--- src/rtl/seg7_pkg.sv ---
// rtl/seg7_pkg.sv - shared state encoding, segment table constants and widths for the 7-segment decoder
package seg7_pkg;

    typedef enum logic [1:0] {
        ST_IDLE   = 2'd0,
        ST_SAMPLE = 2'd1,
        ST_DECODE = 2'd2,
        ST_DONE   = 2'd3
    } state_t;

    localparam int DIGIT_W   = 8;
    localparam int ERR_CNT_W = 8;
    localparam int CNT_W     = 4;

    // Active-low segment patterns ordered g,f,e,d,c,b,a (MSB = g)
    localparam logic [6:0] SEG_0 = 7'b1000000;
    localparam logic [6:0] SEG_1 = 7'b1111001;
    localparam logic [6:0] SEG_2 = 7'b0100100;
    localparam logic [6:0] SEG_3 = 7'b0110000;
    localparam logic [6:0] SEG_4 = 7'b0011001;
    localparam logic [6:0] SEG_5 = 7'b0010010;
    localparam logic [6:0] SEG_6 = 7'b0000010;
    localparam logic [6:0] SEG_7 = 7'b1111000;
    localparam logic [6:0] SEG_8 = 7'b0000000;
    localparam logic [6:0] SEG_9 = 7'b0010000;

endpackage

--- src/rtl/seg7_if.sv ---
// rtl/seg7_if.sv - request/result bundle between a segment source and the decoder
interface seg7_if;
    import seg7_pkg::*;

    logic                 EN;
    logic [0:7]           DATA_IN;
    logic [0:DIGIT_W-1]   DATA_OUT;
    logic                 DP;
    logic                 VALID;
    logic                 ERR;
    logic [ERR_CNT_W-1:0] ERR_CNT;
    logic                 WAIT;

    modport master (
        output EN, DATA_IN,
        input  DATA_OUT, DP, VALID, ERR, ERR_CNT, WAIT
    );

    modport slave (
        input  EN, DATA_IN,
        output DATA_OUT, DP, VALID, ERR, ERR_CNT, WAIT
    );

endinterface

--- src/rtl/seg7_lut.sv ---
// rtl/seg7_lut.sv - combinational segment-pattern to digit lookup
module seg7_lut
    import seg7_pkg::*;
(
    input  logic [6:0] pattern,
    output logic [3:0] digit,
    output logic       match
);

    always_comb begin
        digit = 4'd0;
        match = 1'b1;
        case (pattern)
            SEG_0:   digit = 4'd0;
            SEG_1:   digit = 4'd1;
            SEG_2:   digit = 4'd2;
            SEG_3:   digit = 4'd3;
            SEG_4:   digit = 4'd4;
            SEG_5:   digit = 4'd5;
            SEG_6:   digit = 4'd6;
            SEG_7:   digit = 4'd7;
            SEG_8:   digit = 4'd8;
            SEG_9:   digit = 4'd9;
            default: match = 1'b0;
        endcase
    end

endmodule

--- src/rtl/seg7_decoder.sv ---
// rtl/seg7_decoder.sv - debounced active-low 7-segment pattern decoder with error counting
module seg7_decoder
    import seg7_pkg::*;
#(
    parameter int STABLE_CYCLES = 4
) (
    input  logic   CLK,
    input  logic   RST,
    seg7_if.slave  bus
);

    localparam logic [CNT_W-1:0] CNT_MAX = CNT_W'(STABLE_CYCLES);

    state_t               state_q, state_d;
    logic [0:7]           hold_q, hold_d;
    logic [CNT_W-1:0]     cnt_q, cnt_d;
    logic [0:DIGIT_W-1]   data_out_q, data_out_d;
    logic                 dp_q, dp_d;
    logic                 valid_q, valid_d;
    logic                 err_q, err_d;
    logic [ERR_CNT_W-1:0] err_cnt_q, err_cnt_d;
    logic                 wait_q, wait_d;

    logic [3:0]           lut_digit;
    logic                 lut_match;

    seg7_lut u_lut (
        .pattern (hold_q[1:7]),
        .digit   (lut_digit),
        .match   (lut_match)
    );

    always_comb begin
        state_d    = state_q;
        hold_d     = hold_q;
        cnt_d      = cnt_q;
        data_out_d = data_out_q;
        dp_d       = dp_q;
        valid_d    = valid_q;
        err_d      = err_q;
        err_cnt_d  = err_cnt_q;
        wait_d     = wait_q;
        case (state_q)
            ST_IDLE: begin
                if (bus.EN) begin
                    hold_d  = bus.DATA_IN;
                    cnt_d   = 4'd1;
                    wait_d  = 1'b1;
                    state_d = ST_SAMPLE;
                end
            end
            ST_SAMPLE: begin
                if (!bus.EN) begin
                    wait_d  = 1'b0;
                    state_d = ST_IDLE;
                end else if (cnt_q == CNT_MAX) begin
                    // Hold is frozen here so the decoded pattern is the one that proved stable
                    state_d = ST_DECODE;
                end else if (bus.DATA_IN == hold_q) begin
                    cnt_d = cnt_q + 4'd1;
                end else begin
                    hold_d = bus.DATA_IN;
                    cnt_d  = 4'd1;
                end
            end
            ST_DECODE: begin
                wait_d = 1'b0;
                if (!bus.EN) begin
                    state_d = ST_IDLE;
                end else begin
                    dp_d    = ~hold_q[0];
                    state_d = ST_DONE;
                    if (lut_match) begin
                        data_out_d = DIGIT_W'(lut_digit);
                        valid_d    = 1'b1;
                        err_d      = 1'b0;
                    end else begin
                        valid_d = 1'b0;
                        err_d   = 1'b1;
                        if (err_cnt_q != '1)
                            err_cnt_d = err_cnt_q + 1'b1;
                    end
                end
            end
            ST_DONE: begin
                if (!bus.EN)
                    state_d = ST_IDLE;
            end
            default: begin
                wait_d  = 1'b0;
                state_d = ST_IDLE;
            end
        endcase
    end

    always_ff @(posedge CLK or negedge RST) begin
        if (!RST) begin
            state_q    <= ST_IDLE;
            hold_q     <= 8'hFF;
            cnt_q      <= '0;
            data_out_q <= '0;
            dp_q       <= 1'b0;
            valid_q    <= 1'b0;
            err_q      <= 1'b0;
            err_cnt_q  <= '0;
            wait_q     <= 1'b0;
        end else begin
            state_q    <= state_d;
            hold_q     <= hold_d;
            cnt_q      <= cnt_d;
            data_out_q <= data_out_d;
            dp_q       <= dp_d;
            valid_q    <= valid_d;
            err_q      <= err_d;
            err_cnt_q  <= err_cnt_d;
            wait_q     <= wait_d;
        end
    end

    assign bus.DATA_OUT = data_out_q;
    assign bus.DP       = dp_q;
    assign bus.VALID    = valid_q;
    assign bus.ERR      = err_q;
    assign bus.ERR_CNT  = err_cnt_q;
    assign bus.WAIT     = wait_q;

endmodule
--- src/flat_wrapper.sv ---
// flat-port wrapper written by rule: the top's interface ports become plain ports
module seg7_decoder_flat import seg7_pkg::*;
#(
    parameter int STABLE_CYCLES = 4
)
  (CLK, RST, bus_EN, bus_DATA_IN, bus_DATA_OUT, bus_DP, bus_VALID, bus_ERR, bus_ERR_CNT, bus_WAIT);
  seg7_if bus_i ();
  input  logic CLK;
  input  logic RST;
  input wire logic [$bits(bus_i.EN)-1:0] bus_EN;
  input wire logic [$bits(bus_i.DATA_IN)-1:0] bus_DATA_IN;
  output wire logic [$bits(bus_i.DATA_OUT)-1:0] bus_DATA_OUT;
  output wire logic [$bits(bus_i.DP)-1:0] bus_DP;
  output wire logic [$bits(bus_i.VALID)-1:0] bus_VALID;
  output wire logic [$bits(bus_i.ERR)-1:0] bus_ERR;
  output wire logic [$bits(bus_i.ERR_CNT)-1:0] bus_ERR_CNT;
  output wire logic [$bits(bus_i.WAIT)-1:0] bus_WAIT;
  assign bus_i.EN = bus_EN;
  assign bus_i.DATA_IN = bus_DATA_IN;
  assign bus_DATA_OUT = bus_i.DATA_OUT;
  assign bus_DP = bus_i.DP;
  assign bus_VALID = bus_i.VALID;
  assign bus_ERR = bus_i.ERR;
  assign bus_ERR_CNT = bus_i.ERR_CNT;
  assign bus_WAIT = bus_i.WAIT;
  seg7_decoder #(.STABLE_CYCLES(STABLE_CYCLES)) u_core (.CLK(CLK), .RST(RST), .bus(bus_i));
endmodule
--- config.mk ---
export PLATFORM = sky130hd
export DESIGN_NAME = seg7_decoder_flat
export DESIGN_NICKNAME = d
export VERILOG_FILES = /design/src/rtl/seg7_pkg.sv /design/src/rtl/seg7_if.sv /design/src/rtl/seg7_lut.sv /design/src/rtl/seg7_decoder.sv /design/src/flat_wrapper.sv
export SDC_FILE = /design/constraint.sdc
export NUM_CORES = 1
export LEC_CHECK = 0
export ABC_AREA = 1
export ABC_CLOCK_PERIOD_IN_PS = 1650
export CAP_MARGIN = 10
export CORE_MARGIN = 5
export CORE_UTILIZATION = 50
export CTS_BUF_LIST = sky130_fd_sc_hd__clkbuf_8
export CTS_CLUSTER_SIZE = 30
export DETAILED_ROUTE_END_ITERATION = 8
export PLACE_DENSITY = 0.85
export SLEW_MARGIN = 20
export SYNTH_ARGS = -nofsm -noshare
export SYNTH_HDL_FRONTEND = slang
export SYNTH_SLANG_ARGS = --single-unit
--- constraint.sdc ---
create_clock -name CLK -period 1.65 [get_ports CLK]
set_input_delay 0.33 -clock CLK [delete_from_list [all_inputs] [get_ports CLK]]
set_output_delay 0.33 -clock CLK [all_outputs]
set_load 0.01 [all_outputs]
==> flow_summary.yaml, run 1 <==
floorplanning:
  floorplan.initialDensity_pct: 51.4
  die_area_mm2: 0.00509
  core_area_mm2: 0.00366
  chipWidth_um: 71.3
  ioPinCount: 31
  dieHeight_um: 71.3
  row_count: 22
layout:
  drive_gt1_share_pct: 23.9
  diodes: 0
  stdcell_count: 349
  areaGrowthSynthToFinish_pct: 33.7
  design_area_mm2: 0.00251
  final_net_count: 319
  fill_cells: 273
synth:
  synth-seq-area-share_pct: 40.5
  ys.flop_type: "dfrtp_1"
  synthArstFlopShare_pct: 100
  yosysWarnings: 0
  synth_area_mm2: 0.00188
  syn_avg_cell_area_um2: 7.61
  synth_seq_cells: 30
  ys_types: 29
  synth_cells: 247
  synth-edff-count: 0
run:
  maxCapViolCount: 0
place:
  gp_congestion: 0.861
  io_buffers: 26
  place_hpwl_mm: 3.08
  pre_cts_slack_ns: -0.146
  place_inst: 337
  placed_area_mm2: 0.00231
clocking:
  htreeDepth: 2
  clock-sinks: 30
  clock_latency_ns: 0.28
  cts_max_path_buffers: 2
  cts_root_buffer: "clkbuf_8"
  numCtsBuffers: 5
  cts_tree: "yes"
  cts.clk_slew.worst_paths_ns: 0.06
routing:
  drt_iter0_markers: 115
  drtPass1Iterations: 4
  via_count: 1748
  drc: 0
  routedWlPerCell_um: 12.3
  routed_wl_mm: 4.29
  avgViaCountPerCell: 5.01
  ant_nets: 0
setup_path:
  critPathKind: "reg -> reg"
  required_ns: 1.87
  cpMaxStageDelayCell: "dfstp_2"
  crit_chain: "nor2_1 > nand2_2 > inv_1 > a21oi_4 > nand3_4 > nor2_4 > nand3_1 > nand2_1"
  max_stage_delay_ns: 0.58
  cp_num_buf_inv: 1
  arrival_ns: 1.89
  cp-start-kind: "register"
  crit_path_end_kind: "register"
  cp_max_fo: 8
  cp_top_family: "simple AND/OR/NAND/NOR gates"
timing:
  final.setup.worst_slack_ns: -0.0235
  finalClockSkew_ns: 0.00566
  post-route-period-util_pct: 101
  period_minus_slack_ns: 1.67
  hold_violations: 0
  drv_slew: 0
  rsz0062_at_grt: "true"
  tns_ns: -0.0294
  setup_viol: 3
  max_freq_mhz: 598
grt:
  antenna_found_initial: 0
  grt-ovfl-total: 0
  grt_pass1_vias: 1699
  grt_pass1_wl_mm: 7.18
  track_usage_pct: 17.7
  grt_start_max_net_pins: 31
power_and_ir_drop:
  finalPower_mw: 4.00
  p_leak_nw: 1.27
  power_density_mw_per_mm2: 1590
  vdd_drop_max_v: 0.000969
status:
  status: "finished, violations left"
  violations: "setup timing"
min_path:
  hold_path.class: "in -> async"
stage by stage:
stage / util [%] / hold WS, ns
after floorplan: - / 0.0344
after global placement: 63.0 / 0.476
after detailed placement: 63.0 / 0.478
after CTS: 65.8 / 0.448
after global routing: 68.7 / 0.474
final: 68.7 / 0.432
routing by layer:
metal,wire length (um),track usage [%]
met2,2310,30.9
met1,1740,20.1
met5,0,0
met4,76,9.60
met3,157,3.65
synthesized netlist by cell type, types with 2 or more instances:
library cell,instances,area [um2]
a21oi_2,2,17.5
nand2_1,72,270
nand2_2,6,37.5
nand3_2,3,30.0
inv_2,3,11.3
buf_4,6,45.0
nor3_1,5,25.0
nand3_1,20,100
nor2_1,20,75.1
a21oi_1,6,30.0
inv_1,25,93.8
dfstp_2,8,210
dfrtp_1,22,551
o21ai_1,8,40.0
ha_1,8,100
nor2_2,4,25.0
nand4_1,2,12.5
o21ai_0,8,40.0
xor2_1,7,61.3
xnor2_1,3,26.3
power breakdown:
| group | switching (mW) | internal, mW |
|---|---|---|
| sequential | 0.265 | 1.06 |
| clock | 0.266 | 0.327 |
| combinational | 1.15 | 0.936 |
| total | 1.68 | 2.32 |
flip-flops by register name, indices dropped and copies added (netlist names):
signal               flops
u_core.bus.ERR_CNT       8
u_core.hold_q            8
u_core.bus.DATA_OUT      4
u_core.cnt_q             4
u_core.state_q           2
u_core.bus.DP            1
u_core.bus.ERR           1
u_core.bus.VALID         1
u_core.bus.WAIT          1
worst paths after layout:
path / start / to / slack (ns) / cells after the start
worst max-delay path: u_core.hold_q[7]$_DFFE_PN1P_ / u_core.bus.ERR_CNT[1]$_DFFE_PN0P_ / -0.02 / 8
worst min-delay path: RST / u_core.bus.ERR_CNT[4]$_DFFE_PN0P_ / 0.43 / 2
worst max register to register: u_core.hold_q[7]$_DFFE_PN1P_ / u_core.bus.ERR_CNT[1]$_DFFE_PN0P_ / -0.02 / 8
worst min register to register: u_core.bus.DATA_OUT[4]$_DFFE_PN0P_ / u_core.bus.DATA_OUT[4]$_DFFE_PN0P_ / 0.49 / 2
max in group asynchronous: RST / u_core.hold_q[1]$_DFFE_PN1P_ / 0.90 / 2
min in group CLK: u_core.bus.DATA_OUT[4]$_DFFE_PN0P_ / u_core.bus.DATA_OUT[4]$_DFFE_PN0P_ / 0.49 / 2
cells by family after synthesis:
| group | Yosys count | synth area share, % |
|---|---|---|
| fa+ha+maj | 8 | 5.32 |
| other cells | 1 | 0.199 |
| simple gates | 136 | 32.9 |
| flops | 30 | 40.5 |
| buf+inv | 35 | 8.58 |
| xor+xnor | 10 | 4.66 |
| compound gates | 27 | 7.85 |
what timing repair did:
action | 4_1_cts | 5_1_grt
gates resized for setup | 4 | 21
buffers inserted | 0 | 4
hold buffers | 0 | 0
endpoints found under the hold margin | 0 | 0
pin swaps | 0 | 5
endpoints found under the setup margin | 2 | 29
layout make-up:
cell class / count / area (um2) / share of cell area (%)
Clock buffer: 6 / 82.6 / 3.29
Inverter: 28 / 105 / 4.18
Timing Repair Buffer: 50 / 450 / 17.9
Tap cell: 48 / 60.1 / 2.39
Multi-Input combinational cell: 185 / 1050 / 41.6
Sequential cell: 30 / 762 / 30.3
Clock inverter: 2 / 7.51 / 0.299
cells in the final DEF (no fill, tap or decap), types with 7 or more instances in the layout:
cell,count
buf_4,22
dfstp_2,8
inv_1,24
nand2_1,69
xor2_1,7
ha_1,7
dfrtp_1,21
o21ai_1,9
clkdlybuf4s50_1,25
nand3_1,19
nor2_1,18
nand2_2,8
worst register-to-register path, stage by stage (launching register included):
cell,delay (ns)
dfstp_2,0.58
nor2_1,0.11
nand2_2,0.10
inv_1,0.08
a21oi_4,0.20
nand3_4,0.12
nor2_4,0.23
nand3_1,0.11
nand2_1,0.08
Note: power is estimated with default switching activity, not from simulation.
==> inputs of run 2 (changes only) <==
--- a/config.mk
+++ b/config.mk
@@ -7,7 +7,7 @@
 export LEC_CHECK = 0
 export ABC_AREA = 1
 export ABC_CLOCK_PERIOD_IN_PS = 1650
-export CAP_MARGIN = 10
+export CAP_MARGIN = 20
 export CORE_MARGIN = 5
 export CORE_UTILIZATION = 50
 export CTS_BUF_LIST = sky130_fd_sc_hd__clkbuf_8
==> results of run 2 <==
Same layout as run 1: the final DEF is identical, and so are final timing and power.
